**src/rtl/regfile_xfer_engine_if.sv**
```systemverilog
// regfile_xfer_engine_if: command, register-file and stream signals of the transfer engine
interface regfile_xfer_engine_if #(parameter int AW = 5, parameter int DW = 32);
  logic          cmd_valid;
  logic          cmd_ready;
  logic          cmd_op;
  logic [AW-1:0] cmd_start;
  logic [AW:0]   cmd_count;
  logic [AW-1:0] rf_raddr;
  logic [DW-1:0] rf_rdata;
  logic          rf_we;
  logic [AW-1:0] rf_waddr;
  logic [DW-1:0] rf_wdata;
  logic          out_valid;
  logic          out_ready;
  logic [DW-1:0] out_data;
  logic [AW-1:0] out_addr;
  logic          in_valid;
  logic          in_ready;
  logic [DW-1:0] in_data;
  logic          busy;
  logic          done;
  modport master (
    input  cmd_valid, cmd_op, cmd_start, cmd_count, rf_rdata, out_ready, in_valid, in_data,
    output cmd_ready, rf_raddr, rf_we, rf_waddr, rf_wdata, out_valid, out_data, out_addr,
           in_ready, busy, done
  );
  modport slave (
    output cmd_valid, cmd_op, cmd_start, cmd_count, rf_rdata, out_ready, in_valid, in_data,
    input  cmd_ready, rf_raddr, rf_we, rf_waddr, rf_wdata, out_valid, out_data, out_addr,
           in_ready, busy, done
  );
endinterface

```
**src/rtl/regfile_xfer_engine.sv**
```systemverilog
// regfile_xfer_engine: bulk dump/load of a register file range over valid/ready streams
module regfile_xfer_engine #(
  parameter int NREGS = 32,
  parameter int AW    = 5,
  parameter int DW    = 32
) (
  input logic clk,
  input logic reset,
  regfile_xfer_engine_if.master bus
);
  typedef enum logic [1:0] {IDLE, DUMP, LOAD, FINISH} state_t;
  localparam logic [AW:0] NR = (AW+1)'(NREGS);
  state_t        state, state_n;
  logic [AW-1:0] addr;
  logic [AW:0]   rem;
  logic          ov;
  logic [DW-1:0] od;
  logic [AW-1:0] oa;
  logic          adv, we, in_rdy;
  assign in_rdy = state == LOAD && rem != '0 && !reset;
  assign we     = in_rdy && bus.in_valid;
  assign adv    = state == DUMP && (!ov || bus.out_ready) && rem != '0;
  always_ff @(posedge clk) state <= reset ? IDLE : state_n;
  always_comb begin
    state_n = state;
    state_n = state == IDLE ? (bus.cmd_valid ? (bus.cmd_op ? LOAD : DUMP) : IDLE)
            : state == DUMP ? ((rem == '0 && (!ov || bus.out_ready)) ? FINISH : DUMP)
            : state == LOAD ? ((rem == '0 || (we && rem == (AW+1)'(1))) ? FINISH : LOAD)
            : IDLE;
  end
  // the output register refills in the same cycle it handshakes, giving one word per cycle
  always_ff @(posedge clk) begin
    if (reset) begin
      addr <= '0;
      rem  <= '0;
      ov   <= 1'b0;
      od   <= '0;
      oa   <= '0;
    end else if (state == IDLE && bus.cmd_valid) begin
      addr <= bus.cmd_start;
      rem  <= bus.cmd_count > NR ? NR : bus.cmd_count;
    end else begin
      if (adv || we) begin
        addr <= addr + AW'(1);
        rem  <= rem - (AW+1)'(1);
      end
      if (adv) begin
        ov <= 1'b1;
        od <= bus.rf_rdata;
        oa <= addr;
      end else if (ov && bus.out_ready) begin
        ov <= 1'b0;
      end
    end
  end
  assign bus.cmd_ready = state == IDLE;
  assign bus.busy      = state != IDLE;
  assign bus.done      = state == FINISH;
  assign bus.rf_raddr  = addr;
  assign bus.rf_we     = we;
  assign bus.rf_waddr  = addr;
  assign bus.rf_wdata  = we ? bus.in_data : '0;
  assign bus.in_ready  = in_rdy;
  assign bus.out_valid = ov;
  assign bus.out_data  = od;
  assign bus.out_addr  = oa;
endmodule

```
**src/flat_wrapper.sv**
```systemverilog
// flat-port wrapper written by rule: the top's interface ports become plain ports
module regfile_xfer_engine_flat 
#(
  parameter int NREGS = 32,
  parameter int AW    = 5,
  parameter int DW    = 32
)
  (clk, reset, bus_cmd_valid, bus_cmd_op, bus_cmd_start, bus_cmd_count, bus_rf_rdata, bus_out_ready, bus_in_valid, bus_in_data, bus_cmd_ready, bus_rf_raddr, bus_rf_we, bus_rf_waddr, bus_rf_wdata, bus_out_valid, bus_out_data, bus_out_addr, bus_in_ready, bus_busy, bus_done);
  regfile_xfer_engine_if #(.AW(AW), .DW(DW)) bus_i ();
  input logic clk;
  input logic reset;
  input wire logic [$bits(bus_i.cmd_valid)-1:0] bus_cmd_valid;
  input wire logic [$bits(bus_i.cmd_op)-1:0] bus_cmd_op;
  input wire logic [$bits(bus_i.cmd_start)-1:0] bus_cmd_start;
  input wire logic [$bits(bus_i.cmd_count)-1:0] bus_cmd_count;
  input wire logic [$bits(bus_i.rf_rdata)-1:0] bus_rf_rdata;
  input wire logic [$bits(bus_i.out_ready)-1:0] bus_out_ready;
  input wire logic [$bits(bus_i.in_valid)-1:0] bus_in_valid;
  input wire logic [$bits(bus_i.in_data)-1:0] bus_in_data;
  output wire logic [$bits(bus_i.cmd_ready)-1:0] bus_cmd_ready;
  output wire logic [$bits(bus_i.rf_raddr)-1:0] bus_rf_raddr;
  output wire logic [$bits(bus_i.rf_we)-1:0] bus_rf_we;
  output wire logic [$bits(bus_i.rf_waddr)-1:0] bus_rf_waddr;
  output wire logic [$bits(bus_i.rf_wdata)-1:0] bus_rf_wdata;
  output wire logic [$bits(bus_i.out_valid)-1:0] bus_out_valid;
  output wire logic [$bits(bus_i.out_data)-1:0] bus_out_data;
  output wire logic [$bits(bus_i.out_addr)-1:0] bus_out_addr;
  output wire logic [$bits(bus_i.in_ready)-1:0] bus_in_ready;
  output wire logic [$bits(bus_i.busy)-1:0] bus_busy;
  output wire logic [$bits(bus_i.done)-1:0] bus_done;
  assign bus_i.cmd_valid = bus_cmd_valid;
  assign bus_i.cmd_op = bus_cmd_op;
  assign bus_i.cmd_start = bus_cmd_start;
  assign bus_i.cmd_count = bus_cmd_count;
  assign bus_i.rf_rdata = bus_rf_rdata;
  assign bus_i.out_ready = bus_out_ready;
  assign bus_i.in_valid = bus_in_valid;
  assign bus_i.in_data = bus_in_data;
  assign bus_cmd_ready = bus_i.cmd_ready;
  assign bus_rf_raddr = bus_i.rf_raddr;
  assign bus_rf_we = bus_i.rf_we;
  assign bus_rf_waddr = bus_i.rf_waddr;
  assign bus_rf_wdata = bus_i.rf_wdata;
  assign bus_out_valid = bus_i.out_valid;
  assign bus_out_data = bus_i.out_data;
  assign bus_out_addr = bus_i.out_addr;
  assign bus_in_ready = bus_i.in_ready;
  assign bus_busy = bus_i.busy;
  assign bus_done = bus_i.done;
  regfile_xfer_engine #(.NREGS(NREGS), .AW(AW), .DW(DW)) u_core (.clk(clk), .reset(reset), .bus(bus_i));
endmodule
```
**config.mk**
```make
export PLATFORM = sky130hd
export DESIGN_NAME = regfile_xfer_engine_flat
export DESIGN_NICKNAME = d
export VERILOG_FILES = /design/src/rtl/regfile_xfer_engine_if.sv /design/src/rtl/regfile_xfer_engine.sv /design/src/flat_wrapper.sv
export SDC_FILE = /design/constraint.sdc
export NUM_CORES = 1
export LEC_CHECK = 0
export CAP_MARGIN = 20
export CORE_MARGIN = 1
export CORE_UTILIZATION = 35
export DETAILED_ROUTE_END_ITERATION = 8
export MAX_ROUTING_LAYER = met4
export PLACE_DENSITY = 0.8
export RECOVER_POWER = 50
export SYNTH_ARGS = -nofsm -noshare
export SYNTH_HDL_FRONTEND = slang
export SYNTH_SLANG_ARGS = --single-unit
```
**constraint.sdc**
```tcl
create_clock -name clk -period 2.85 [get_ports clk]
set_clock_uncertainty 0.15 [all_clocks]
set_input_delay 0.7125 -clock clk [delete_from_list [all_inputs] [get_ports clk]]
set_output_delay 0.7125 -clock clk [all_outputs]
set_load 0.01 [all_outputs]
```
==> metrics.csv <==
stage,metric,value,unit
outcome,status,finished with violations,
setup_path,Worst setup EP type,primary output,
min_path,class of the worst hold path,flip-flop to flip-flop,
routing,drt total wl,7.937,mm
grt,number of global-route vias before repair,2627,
floorplanning,full die area,7148,um^2
floorplanning,IO Pins,166,
cts,# H-tree levels,2,
routing,Top Metal Used,met4,
layout,"commonest non-fill, non-tap cells in the layout","nand2_1 (80), clkdlybuf4s50_1 (80), dlygate4sd3_1 (50), dfxtp_1 (50), a21oi_1 (43)",
synth,sequential fraction of the synthesis area,42.81,%
synth,net count after synthesis,392,
placement,post-DP HPWL,5.929,mm
outcome,failing checks,design-rule violations,
grt,first-pass GRT wire length,12.67,mm
cts,hold_buf cts,0,
floorplanning,row count,29,
synth,synthesized flop and latch total,51,
layout,Final nets,552,
routing,metal3 WL,627,um
placement,# port buffers,165,
timing,Final Setup Violations,0,
pwr,Max IR drop VDD,0.2605,mV
routing,met2 wire len,4.081,mm
cts,CTS tree,yes,
grt,initial antenna violation count,0,
routing,Routed WL per cell,14.56,um
layout,share of post-route cells with drive strength above 1,6.624,%
pwr,Logic pwr share,34.8,%
pwr,Pwr per Cell Area,459.1,nW/um^2
floorplanning,Die Y-Extent,84.55,um
layout,ANT cells,0,
cts,Clock Sinks,51,
routing,Via Count,2711,
timing,FMAX,358.0,MHz
pwr,sw frac,31.56,%
grt,Tot GR Track Use,22.55,%
setup_path,WS Path Type,primary input to primary output,
setup_path,CP max FO,19,
timing,Final period util,98.01,%
pwr,clock power share,21.8,%
setup_path,crit path DAT,1.93,ns
cts,"CTS clk-pin slew, worst paths",0.09,ns
timing,unrepaired setup endpoints after global routing,no,
routing,first-iteration detailed-routing DRC count,111,
synth,Cells after Synth,308,
synth,post-synthesis cell area,2385,um^2
synth,Unique masters post-synth,36,
synth,Ys Warns,0,
floorplanning,die width,84.55,um
placement,RD Place Congestion,0.8822,
setup_path,Reg2Reg Setup Slack,0.51,ns
timing,Tmin final,2.793,ns
grt,GRT Residual Overflow,0,
floorplanning,core area,6459,um^2
placement,placed cell area,4111,um^2
cts,worst-skew pair later-pin latency,0.29,ns
pwr,Sequential Power Share,43.3,%
timing,Worst-Margin Slew,0.6868,ns
job,Max-Cap Viols,0,
pwr,Leakage,2.087,nW
routing,WL met1,3.104,mm
layout,Layout Cells excl Fill,545,
synth,syn avg cell area,7.743,um^2
setup_path,Crit path required time,1.99,ns
timing,Rel. slew slack,54.19,%
routing,DR DRC count,15,
pwr,Switch Pwr,0.6159,mW
cts,Max clock buf depth,2,
layout,Area Overhead vs Synth,78.23,%
grt,largest net degree at the start of global routing,54,
floorplanning,Initial Util,36.92,%
routing,DR pass1 iterations,9,
timing,Setup TNS,0,ns
placement,dpl cells,534,
layout,fin area,4250,um^2
routing,vias per cell,4.974,
timing,final hold violation count,0,
cts,clock root buffer,clkbuf_8,
setup_path,Startpoint Class,primary input,
pwr,P_int,1.335,mW
cts,total CTS buffers,5,
routing,ANT nets after route,0,
timing,Slew Limit Fails,0,
## path summary, 6_finish.rpt
kind	start	cells after the start	end
worst min register to register	u_core.bus.out_data[31]	2	u_core.bus.out_data[31]
worst max register to register	u_core.rem[0]	8	u_core.bus.out_data[2]
worst min-delay path	u_core.bus.out_data[31]	2	u_core.bus.out_data[31]
worst max-delay path	bus_in_valid	4	bus_rf_wdata[21]
## metal layers
metal / global-route usage (%) / vias to the layer above
li1: - / 1358
met2: 41.17 / 105
met5: - / -
met4: 5.855 / 0
met1: 24.31 / 1238
met3: 5.605 / 10
## cells by family after synthesis
logic type / share of synthesized area [%]
flip-flops: 42.81
adder cells (fa/ha/maj): 1.574
AND/OR/NAND/NOR: 30.74
XOR/XNOR: 1.836
multiplexers: 1.312
buffers and inverters: 6.348
AO/OA/AOI/OAI: 15.37
## timing repair
item	in CTS	in global routing
setup buffers	3	0
cloned	1	0
pin swaps	0	1
resized for setup	29	10
setup endpoints to repair	34	12
## critical path: stages
cell and delay [ns]:
dlygate4sd3_1 0.55, buf_4 0.19, and3_1 0.20, dlygate4sd2_1 0.27
## layout make-up
| class | count | area [um^2] |
|---|---|---|
| Fill cell | 595 | 2208 |
| Timing Repair Buffer | 180 | 1793 |
| Multi-Input combinational cell | 224 | 1225 |
| Clock buffer | 6 | 82.58 |
| Tap cell | 77 | 96.34 |
| Inverter | 6 | 22.52 |
| Clock inverter | 1 | 8.758 |
| Sequential cell | 51 | 1022 |
## synth_stat cells
cell type / number / area (um^2)
a2111oi_0: 1 / 8.760
a2111oi_2: 1 / 15.01
a211oi_1: 6 / 45.04
a21oi_1: 43 / 215.2
a221oi_1: 1 / 8.760
a311oi_1: 2 / 17.52
a31oi_1: 1 / 6.260
and2_1: 4 / 25.02
and3_1: 33 / 206.5
buf_2: 6 / 30.03
buf_4: 5 / 37.54
clkbuf_1: 15 / 56.30
clkbuf_2: 1 / 5.000
dfxtp_1: 51 / 1021
ha_1: 3 / 37.54
inv_1: 5 / 18.77
inv_2: 1 / 3.750
mux2_2: 1 / 11.26
mux2i_1: 2 / 20.02
nand2_1: 79 / 296.5
nand2_2: 1 / 6.260
nand2b_1: 1 / 6.260
nand2b_4: 1 / 13.76
nand3_1: 5 / 25.02
nand4_1: 1 / 6.260
nand4b_1: 2 / 17.52
nor2_1: 20 / 75.07
nor2b_1: 2 / 12.51
nor3_1: 3 / 15.01
nor4_4: 1 / 21.27
o211ai_1: 1 / 7.510
o31ai_1: 2 / 15.01
o32ai_4: 1 / 27.53
or3_1: 1 / 6.260
xnor2_1: 1 / 8.760
xor2_1: 4 / 35.03
## registers in the layout, summed over array words and instances, names as in the netlist
register,count
u_core.bus.out_valid,1
u_core.bus.rf_raddr,5
u_core.state,2
u_core.bus.out_addr,5
u_core.rem,6
u_core.bus.out_data,32
## power by group through the flow
| stage | clock network (mW) | logic (mW) | registers [mW] |
|---|---|---|---|
| 3_3_place_gp | 0 | 0.674 | 0.860 |
| 3_5_place_dp | 0 | 0.689 | 0.864 |
| 2_1_floorplan | 0 | 0.309 | 0.878 |
| 6_report | 0.426 | 0.680 | 0.845 |
| 4_1_cts | 0.441 | 0.711 | 0.848 |
| 5_1_grt | 0.466 | 0.738 | 0.857 |
## through the flow
step	hold WS [ns]	utilization [%]	setup WS [ns]	total power [mW]
after floorplan	0.3305	-	0.1570	1.187
after global placement	0.2904	63.66	-0.1206	1.534
after detailed placement	0.2958	63.66	-0.1583	1.553
after CTS	0.3091	65.54	-0.1283	2.000
after global routing	0.3227	65.81	0.001974	2.060
final	0.3031	65.81	0.05662	1.951
Note: power is estimated with default switching activity, not from simulation.
